$ cat config.mk
export PLATFORM = sky130hd
export DESIGN_NAME = noc_credit_link_tx
export DESIGN_NICKNAME = d
export VERILOG_FILES = /design/src/rtl/noc_link_pkg.sv /design/src/rtl/noc_credit_counter.sv /design/src/rtl/noc_credit_link_tx.sv
export SDC_FILE = /design/constraint.sdc
export NUM_CORES = 1
export LEC_CHECK = 0
export ABC_AREA = 1
export CAP_MARGIN = 20
export CORE_MARGIN = 3
export CORE_UTILIZATION = 45
export DETAILED_ROUTE_END_ITERATION = 16
export HOLD_SLACK_MARGIN = 0.15
export PLACE_DENSITY = 0.84
export SYNTH_ARGS = -nofsm -noshare
export SYNTH_HDL_FRONTEND = slang
export SYNTH_SLANG_ARGS = --single-unit
$ cat constraint.sdc
create_clock -name clk_noc -period 3.4 [get_ports clk_noc]
set_clock_uncertainty 0.05 [all_clocks]
set_input_delay 0.68 -clock clk_noc [delete_from_list [all_inputs] [get_ports clk_noc]]
set_output_delay 0.68 -clock clk_noc [all_outputs]
set_load 0.1 [all_outputs]
$ cat src/rtl/noc_link_pkg.sv
`default_nettype none
// ============================================================================
// Module   : noc_link_pkg
// Purpose  : Shared types and helpers for the NoC credit link transmitter.
// Revision : 1.0 - initial release
// ============================================================================
package noc_link_pkg;

    typedef enum logic [0:0] {
        IDLE   = 1'b0,
        IN_PKT = 1'b1
    } tx_state_e;

    localparam int LINK_FLIT_WIDTH = 32;
    localparam int LINK_DEST_WIDTH = 6;

    typedef struct packed {
        logic [LINK_FLIT_WIDTH-1:0] data;
        logic [LINK_DEST_WIDTH-1:0] dest;
        logic                       tail;
    } link_flit_t;

    // Enough bits to hold every value from 0 up to and including depth.
    function automatic int credit_width(input int depth);
        return $clog2(depth + 1);
    endfunction

endpackage
`default_nettype wire

$ cat src/rtl/noc_credit_counter.sv
`default_nettype none
// ============================================================================
// Module   : noc_credit_counter
// Purpose  : Up/down credit counter, resets to DEPTH, saturates at DEPTH and
//            flags an overflow when a return arrives while already full.
// Revision : 1.0 - initial release
// ============================================================================
module noc_credit_counter
    import noc_link_pkg::*;
#(
    parameter int DEPTH = 8,
    parameter int WIDTH = credit_width(DEPTH)
) (
    input  logic             clk_noc,
    input  logic             rst_n,
    input  logic             dec,
    input  logic             inc,
    output logic [WIDTH-1:0] count,
    output logic             overflow
);

    localparam logic [WIDTH-1:0] c_DEPTH = WIDTH'(DEPTH);
    localparam logic [WIDTH-1:0] c_ONE   = WIDTH'(1);

    logic [WIDTH-1:0] r_count;

    assign count = r_count;

    always_comb begin
        overflow = inc && !dec && (r_count == c_DEPTH);
    end

    // Simultaneous dec and inc cancel; underflow is guarded even though the
    // transmitter never decrements at zero.
    always_ff @(posedge clk_noc or negedge rst_n) begin
        if (!rst_n) begin
            r_count <= c_DEPTH;
        end else if (inc && !dec && (r_count != c_DEPTH)) begin
            r_count <= r_count + c_ONE;
        end else if (dec && !inc && (r_count != '0)) begin
            r_count <= r_count - c_ONE;
        end
    end

endmodule
`default_nettype wire

$ cat src/rtl/noc_credit_link_tx.sv
`default_nettype none
// ============================================================================
// Module   : noc_credit_link_tx
// Purpose  : Upstream end of a credit-based router link with wormhole dest
//            locking. Optional error tracking under NOC_LINK_TX_ERR_CHECK_EN.
// Revision : 1.0 - initial release
// ============================================================================
module noc_credit_link_tx
    import noc_link_pkg::*;
#(
    parameter int FLIT_WIDTH        = 32,
    parameter int DEST_WIDTH        = 6,
    parameter int FLIT_BUFFER_DEPTH = 8,
    parameter int CREDIT_WIDTH      = credit_width(FLIT_BUFFER_DEPTH)
) (
    input  logic                    clk_noc,
    input  logic                    rst_n,
    input  logic                    flit_valid,
    output logic                    flit_ready,
    input  logic [FLIT_WIDTH-1:0]   flit_data,
    input  logic [DEST_WIDTH-1:0]   flit_dest,
    input  logic                    flit_tail,
    output logic [FLIT_WIDTH-1:0]   data_out,
    output logic [DEST_WIDTH-1:0]   dest_out,
    output logic                    is_tail_out,
    output logic                    send_out,
    input  logic                    credit_in,
    output logic [CREDIT_WIDTH-1:0] credit_count,
    output logic                    in_packet
`ifdef NOC_LINK_TX_ERR_CHECK_EN
    ,
    output logic                    err_sticky
`endif
);

    localparam logic [0:0] c_ST_IDLE   = IDLE;
    localparam logic [0:0] c_ST_IN_PKT = IN_PKT;

    logic [0:0]            r_state;
    logic [DEST_WIDTH-1:0] r_head_dest;
    logic                  w_accept;
    logic                  w_overflow;
    logic [DEST_WIDTH-1:0] w_dest_sel;

    noc_credit_counter #(
        .DEPTH (FLIT_BUFFER_DEPTH),
        .WIDTH (CREDIT_WIDTH)
    ) u_credit_counter (
        .clk_noc  (clk_noc),
        .rst_n    (rst_n),
        .dec      (w_accept),
        .inc      (credit_in),
        .count    (credit_count),
        .overflow (w_overflow)
    );

    // Ready comes from the credit register alone, never from credit_in.
    assign flit_ready = (credit_count != '0);
    assign w_accept   = flit_valid && flit_ready;
    assign in_packet  = (r_state == c_ST_IN_PKT);
    assign w_dest_sel = (r_state == c_ST_IDLE) ? flit_dest : r_head_dest;

    always_ff @(posedge clk_noc or negedge rst_n) begin
        if (!rst_n) begin
            r_state     <= c_ST_IDLE;
            r_head_dest <= '0;
        end else if (w_accept) begin
            case (r_state)
                c_ST_IDLE: begin
                    if (!flit_tail) begin
                        r_state     <= c_ST_IN_PKT;
                        r_head_dest <= flit_dest;
                    end
                end
                c_ST_IN_PKT: begin
                    if (flit_tail) begin
                        r_state <= c_ST_IDLE;
                    end
                end
                default: r_state <= c_ST_IDLE;
            endcase
        end
    end

    always_ff @(posedge clk_noc or negedge rst_n) begin
        if (!rst_n) begin
            data_out    <= '0;
            dest_out    <= '0;
            is_tail_out <= 1'b0;
            send_out    <= 1'b0;
        end else begin
            send_out <= w_accept;
            if (w_accept) begin
                data_out    <= flit_data;
                dest_out    <= w_dest_sel;
                is_tail_out <= flit_tail;
            end
        end
    end

`ifdef NOC_LINK_TX_ERR_CHECK_EN
    logic w_dest_err;

    assign w_dest_err = w_accept && (r_state == c_ST_IN_PKT) && (flit_dest != r_head_dest);

    always_ff @(posedge clk_noc or negedge rst_n) begin
        if (!rst_n) begin
            err_sticky <= 1'b0;
        end else if (w_overflow || w_dest_err) begin
            err_sticky <= 1'b1;
        end
    end
`else
    // Overflow saturates silently in this build.
    logic w_unused_overflow;
    assign w_unused_overflow = w_overflow;
`endif

endmodule
`default_nettype wire
==> results of run 1 <==
## worst max path at each step
stage / endpoint / slack [ps] / depth (start not counted)
finish: u_credit_counter.count[3] / 970 / 12
global route: u_credit_counter.count[3] / 840 / 12
CTS: u_credit_counter.count[3] / 970 / 12
detailed placement: u_credit_counter.count[3] / 660 / 12
global placement: u_credit_counter.count[3] / 760 / 12
floorplan: u_credit_counter.count[3] / 640 / 12
## metrics by stage
| stage | hold slack (ps) | cells | setup WS [ps] | util [%] | instance area [um2] |
|---|---|---|---|---|---|
| 4_1_cts | 435 | 376 | 969 | 66.7 | 2970 |
| 3_3_place_gp | 406 | 368 | 756 | 64.9 | 2880 |
| 2_1_floorplan | 334 | 237 | 636 | - | 2130 |
| 6_report | 344 | 377 | 973 | 67.3 | 2990 |
| 3_5_place_dp | 414 | 368 | 662 | 64.9 | 2880 |
| 5_1_grt | 366 | 377 | 845 | 67.3 | 2990 |
## final cells by class
| cell class | count | area [um2] |
|---|---|---|
| fill | 381 | 1450 |
| timing repair buffer | 89 | 788 |
| clock inverter | 1 | 5.00 |
| inverter | 6 | 22.5 |
| clock buffer | 7 | 76.3 |
| tap | 52 | 65.1 |
| sequential | 51 | 1280 |
| multi-input combinational | 171 | 758 |
## state kept, by name, indices dropped and copies added, names as in the netlist
name / cells
data_out: 32
dest_out: 6
r_head_dest: 6
u_credit_counter.count: 4
in_packet: 1
is_tail_out: 1
send_out: 1
## cells in the final DEF (no fill, tap or decap), drive strengths merged
cell           Yosys  layout
nand2            134     134
dfrtp             50      50
buf                8      48
clkdlybuf4s50      0      41
nor2              11      11
nand3             10      10
clkbuf             1       7
a31oi              6       6
inv                6       6
xor2               2       2
ha                 2       2
nand3b             1       1
o21ai              1       1
o21bai             1       1
a21o               1       1
a21oi              1       1
fa                 1       1
clkinv             0       1
dfstp              1       1
## worst reg2reg max path, stage by stage, from the launching register on
cell and delay [ps]:
dfrtp_1 470, nor2_2 180, nand2_2 100, nand2_4 320
nand3_2 230, ha_1 330, nand2_1 60, nand2_1 70
a21o_1 160, nand2_1 80, nand2_1 60, nand2_1 60
nand2_1 50, inv_1 50
## layer usage
layer	track usage (%)	routed length (um)	up-vias
li1	-	-	906
met1	21.4	2070	835
met2	30.9	2400	58
met3	5.21	336	6
met4	4.15	46	0
met5	0	0	-
## cells by family (layout without fill, tap and decap cells)
group / count (synthesis) / count (layout) / synth area share (%)
compound gates: 10 / 10 / 3.12
xor+xnor: 2 / 2 / 0.824
fa+ha+maj: 3 / 3 / 2.12
buf+inv: 15 / 103 / 4.29
flops: 51 / 51 / 60.1
simple gates: 156 / 156 / 29.6
==> reports/results.ini, run 1 <==
[setup_path]
slowest_delay_ps = 460
cp_data_arrival_time_ps = 2620
cp.required_ps = 3590
rr_startpoint = u_credit_counter.count[0]
path_buf_inv = 2
timing.rr.end = u_credit_counter.count[3]
r2r_cells = 13
critPathKind = input pin to flop
path_delay_family = simple AND/OR/NAND/NOR gates
cp_common_cell = nand2_1
start_kind = input pin
worst_setup_path_end_kind = flop
cp_slowest_cell = clkdlybuf4s50_1
crit_chain = clkdlybuf4s50_1 > nand2_4 > nand3_2 > ha_1 > nand2_1 > nand2_1 > a21o_1 > nand2_1 > nand2_1 > nand2_1 > nand2_1 > inv_1
crit_start = flit_valid
reg2reg_slack_ps = 1100
critPathMaxFanout = 35

[detailed_routing]
wl_per_cell_um = 12.9
drc_errors = 0
routed_wl_um = 4860
first_pass_iters = 4
drtIter0Drc = 103
via_per_inst = 4.79
ant_nets = 0
vias = 1805

[floorplanning]
coreArea_um2 = 4440
dieWidth_um = 74.8
die-area_um2 = 5590
rows = 24
initial_core_util_pct = 47.9
dieHeight_um = 74.8
io_pins = 89

[cts]
cts_tree = yes
clock_path_buffers = 2
hold_buffers = 0
cts_root_buf = clkbuf_8
clock_insertion_delay_worst_skew_ps = 290
post_cts_resized = 0
cts-htree-levels = 2
post_cts_buffers = 0
numCtsBuffers = 5
clkTransAtPathRegs_ps = 90
clock-sinks = 51

[place]
gp_congestion = 0.796
portBuffers = 88
dpl.hpwl_um = 3430

[global_routing]
grt_usage_pct = 17.6
grt_max_degree = 52
overflow = 0
antenna_found_initial = 0
grt_pass1_vias = 1650
grt_pass1_wl_um = 7550

[yosys]
ys.flop_type = dfrtp_1
synth_top_cell_area_share_pct = 58.8
yosys-top-cells-count = nand2_1, dfrtp_1, nand3_1, nor2_1, a31oi_1
synth_area_um2 = 2130
syn_nets = 283
synth_edf_count = 0
synth_warnings = 0
synth_top_area_cell = dfrtp_1
syn_inst = 237
async_reset_ff_share_pct = 100
synth_area_leaders = dfrtp_1, nand2_1, nand3_1
seq_area_frac_synth_pct = 60.1
ys_ff_latch = 51
ys_types = 24
syn_avg_cell_area_um2 = 8.97
yosysMostFrequentCell = nand2_1

[finish]
antenna_cells = 0
syn_to_final_growth_pct = 40.7
nets = 370
drive_gt1_share_pct = 19.4

[timing]
min_period_ps = 2430
maxSlewHeadroom_pct = 49.5
min_period_over_period_pct = 71.4
setup_viol = 0
worstMarginPinSlew_ps = 757
drv_slew = 0
rsz0062_at_grt = no
hold_viol = 0
fmax_mhz = 412
tns_ps = 0

[job]
maxCapViolCount = 0

[hold_path]
hp-class = input pin to asynchronous set/reset pin

[run_status]
run_status = finished, final reports clean

Power of run 1 is left out: the tool's default activity adds up to more than one toggle a clock period on the data nets, which glitch-free logic cannot reach.
==> run 2: changes to the inputs <==
--- a/config.mk
+++ b/config.mk
@@ -8,10 +8,10 @@
 export ABC_AREA = 1
 export CAP_MARGIN = 20
 export CORE_MARGIN = 3
-export CORE_UTILIZATION = 45
+export CORE_UTILIZATION = 42
 export DETAILED_ROUTE_END_ITERATION = 16
 export HOLD_SLACK_MARGIN = 0.15
-export PLACE_DENSITY = 0.84
+export PLACE_DENSITY = 0.79
 export SYNTH_ARGS = -nofsm -noshare
 export SYNTH_HDL_FRONTEND = slang
 export SYNTH_SLANG_ARGS = --single-unit
==> constraint.sdc (replaced) <==
create_clock -name clk_noc -period 2.4 [get_ports clk_noc]
set_clock_uncertainty 0.05 [all_clocks]
set_input_delay 0.48 -clock clk_noc [delete_from_list [all_inputs] [get_ports clk_noc]]
set_output_delay 0.48 -clock clk_noc [all_outputs]
set_load 0.1 [all_outputs]
==> run 2 against run 1 <==
Register-to-register slack lost 690 ps. Routed wire length grew 1.4%. Sequential share of layout area shrank 1.0 points.
==> reports/results.ini, run 2 (synthesis gave the netlist of run 1 again) <==
[setup_path]
cp_num_cells = 13
slowest_delay_ps = 490
reg2reg_slack_ps = 410
path_buf_inv = 1
path_delay_family = simple AND/OR/NAND/NOR gates
start_kind = flop
timing.rr.end = u_credit_counter.count[3]
critPathMaxFanout = 6
cp_slowest_cell = dfstp_4
cp_data_arrival_time_ps = 2180
crit_chain = nor2_1 > nand2_4 > nand2_4 > nand3_2 > ha_1 > nand2_1 > nand2_1 > a21o_1 > nand2_1 > nand2_1 > nand2_1 > nand2_1 > inv_1
cp.required_ps = 2600
r2r_cells = 13
critPathKind = flop to flop
worst_setup_path_end_kind = flop
rr_startpoint = u_credit_counter.count[3]
cp_common_cell = nand2_1

[cts]
clock-sinks = 51
post_cts_buffers = 0
clock_path_buffers = 2
cts_tree = yes
clock_insertion_delay_worst_skew_ps = 290
cts_root_buf = clkbuf_8
hold_buffers = 0
cts-htree-levels = 2
post_cts_resized = 0
numCtsBuffers = 5
clkTransAtPathRegs_ps = 80

[timing]
drv_slew = 0
min_period_over_period_pct = 82.8
min_period_ps = 1990
maxSlewHeadroom_pct = 50.9
fmax_mhz = 503
hold_viol = 0
rsz0062_at_grt = no
tns_ps = 0
setup_viol = 0
worstMarginPinSlew_ps = 736

[detailed_routing]
via_per_inst = 4.58
first_pass_iters = 4
drc_errors = 0
ant_nets = 0
routed_wl_um = 4930
wl_per_cell_um = 12.4
drtIter0Drc = 109
vias = 1818

[global_routing]
grt_pass1_vias = 1766
grt_pass1_wl_um = 8290
grt_usage_pct = 17.3
grt_max_degree = 36
overflow = 0
antenna_found_initial = 0

[finish]
nFillCells = 455
antenna_cells = 0
final_common_cell = nand2_1
layout_common_cells = nand2_1, buf_4, dfrtp_1
syn_to_final_growth_pct = 45.1
largest_reg_flops = 32
drive_gt1_share_pct = 21.8
nets = 375
instances_no_fill = 397
regMostFlops = data_out
top_regs = data_out (32), dest_out (6), r_head_dest (6)

[floorplanning]
dieHeight_um = 77.2
rows = 25
initial_core_util_pct = 44.2
die-area_um2 = 5950
coreArea_um2 = 4820
io_pins = 89
dieWidth_um = 77.2

[place]
dpl.hpwl_um = 3680
portBuffers = 88
gp_congestion = 0.770
placedCellCount = 389

[run_status]
run_status = finished, final reports clean

[job]
maxCapViolCount = 0

[hold_path]
hp-class = input pin to asynchronous set/reset pin

[run 2: cell count changes in the layout (fill, tap and decap cells not counted), sizes merged]
| cell | previous run | this run |
|---|---|---|
| buf | 48 | 53 |
| clkinv | 1 | 0 |
| clkbuf | 7 | 8 |
[run 2: final cells by class]
class / count / area (um2) / share of cell area (%)
clock buffers: 8 / 100 / 3.24
well taps: 67 / 83.8 / 2.72
inverters: 6 / 22.5 / 0.730
multi-input cells: 171 / 763 / 24.7
repair buffers: 94 / 831 / 26.9
flip-flops and latches: 51 / 1280 / 41.6
[run 2: worst max path at each step]
stage	slack [ps]	from	to
3_5_place_dp	210	flit_valid	u_credit_counter.count[3]
5_1_grt	250	u_credit_counter.count[0]	u_credit_counter.count[3]
2_1_floorplan	80	u_credit_counter.count[3]	u_credit_counter.count[3]
3_3_place_gp	310	flit_valid	u_credit_counter.count[3]
6_report	410	u_credit_counter.count[3]	u_credit_counter.count[3]
4_1_cts	420	u_credit_counter.count[3]	u_credit_counter.count[3]
[run 2: per-layer routing]
metal / track usage (%) / wire [um] / part of all wire (%)
met1: 22.4 / 2160 / 44
met2: 28.6 / 2390 / 49
met3: 4.58 / 318 / 6.5
met4: 4.80 / 53 / 1.1
met5: 0 / 0 / 0
[run 2: stage by stage]
step                hold slack (ps)  cell area (um2)  setup WS [ps]  utilization (%)
detailed placement              409             2990            214             62.0
CTS                             214             3090            417             64.1
global route                    246             3090            246             64.1
floorplan                       134             2140           80.7                -
finish                          188             3090            413             64.1
global placement                405             2990            310             62.0
Power of run 2 is left out for the same reason.
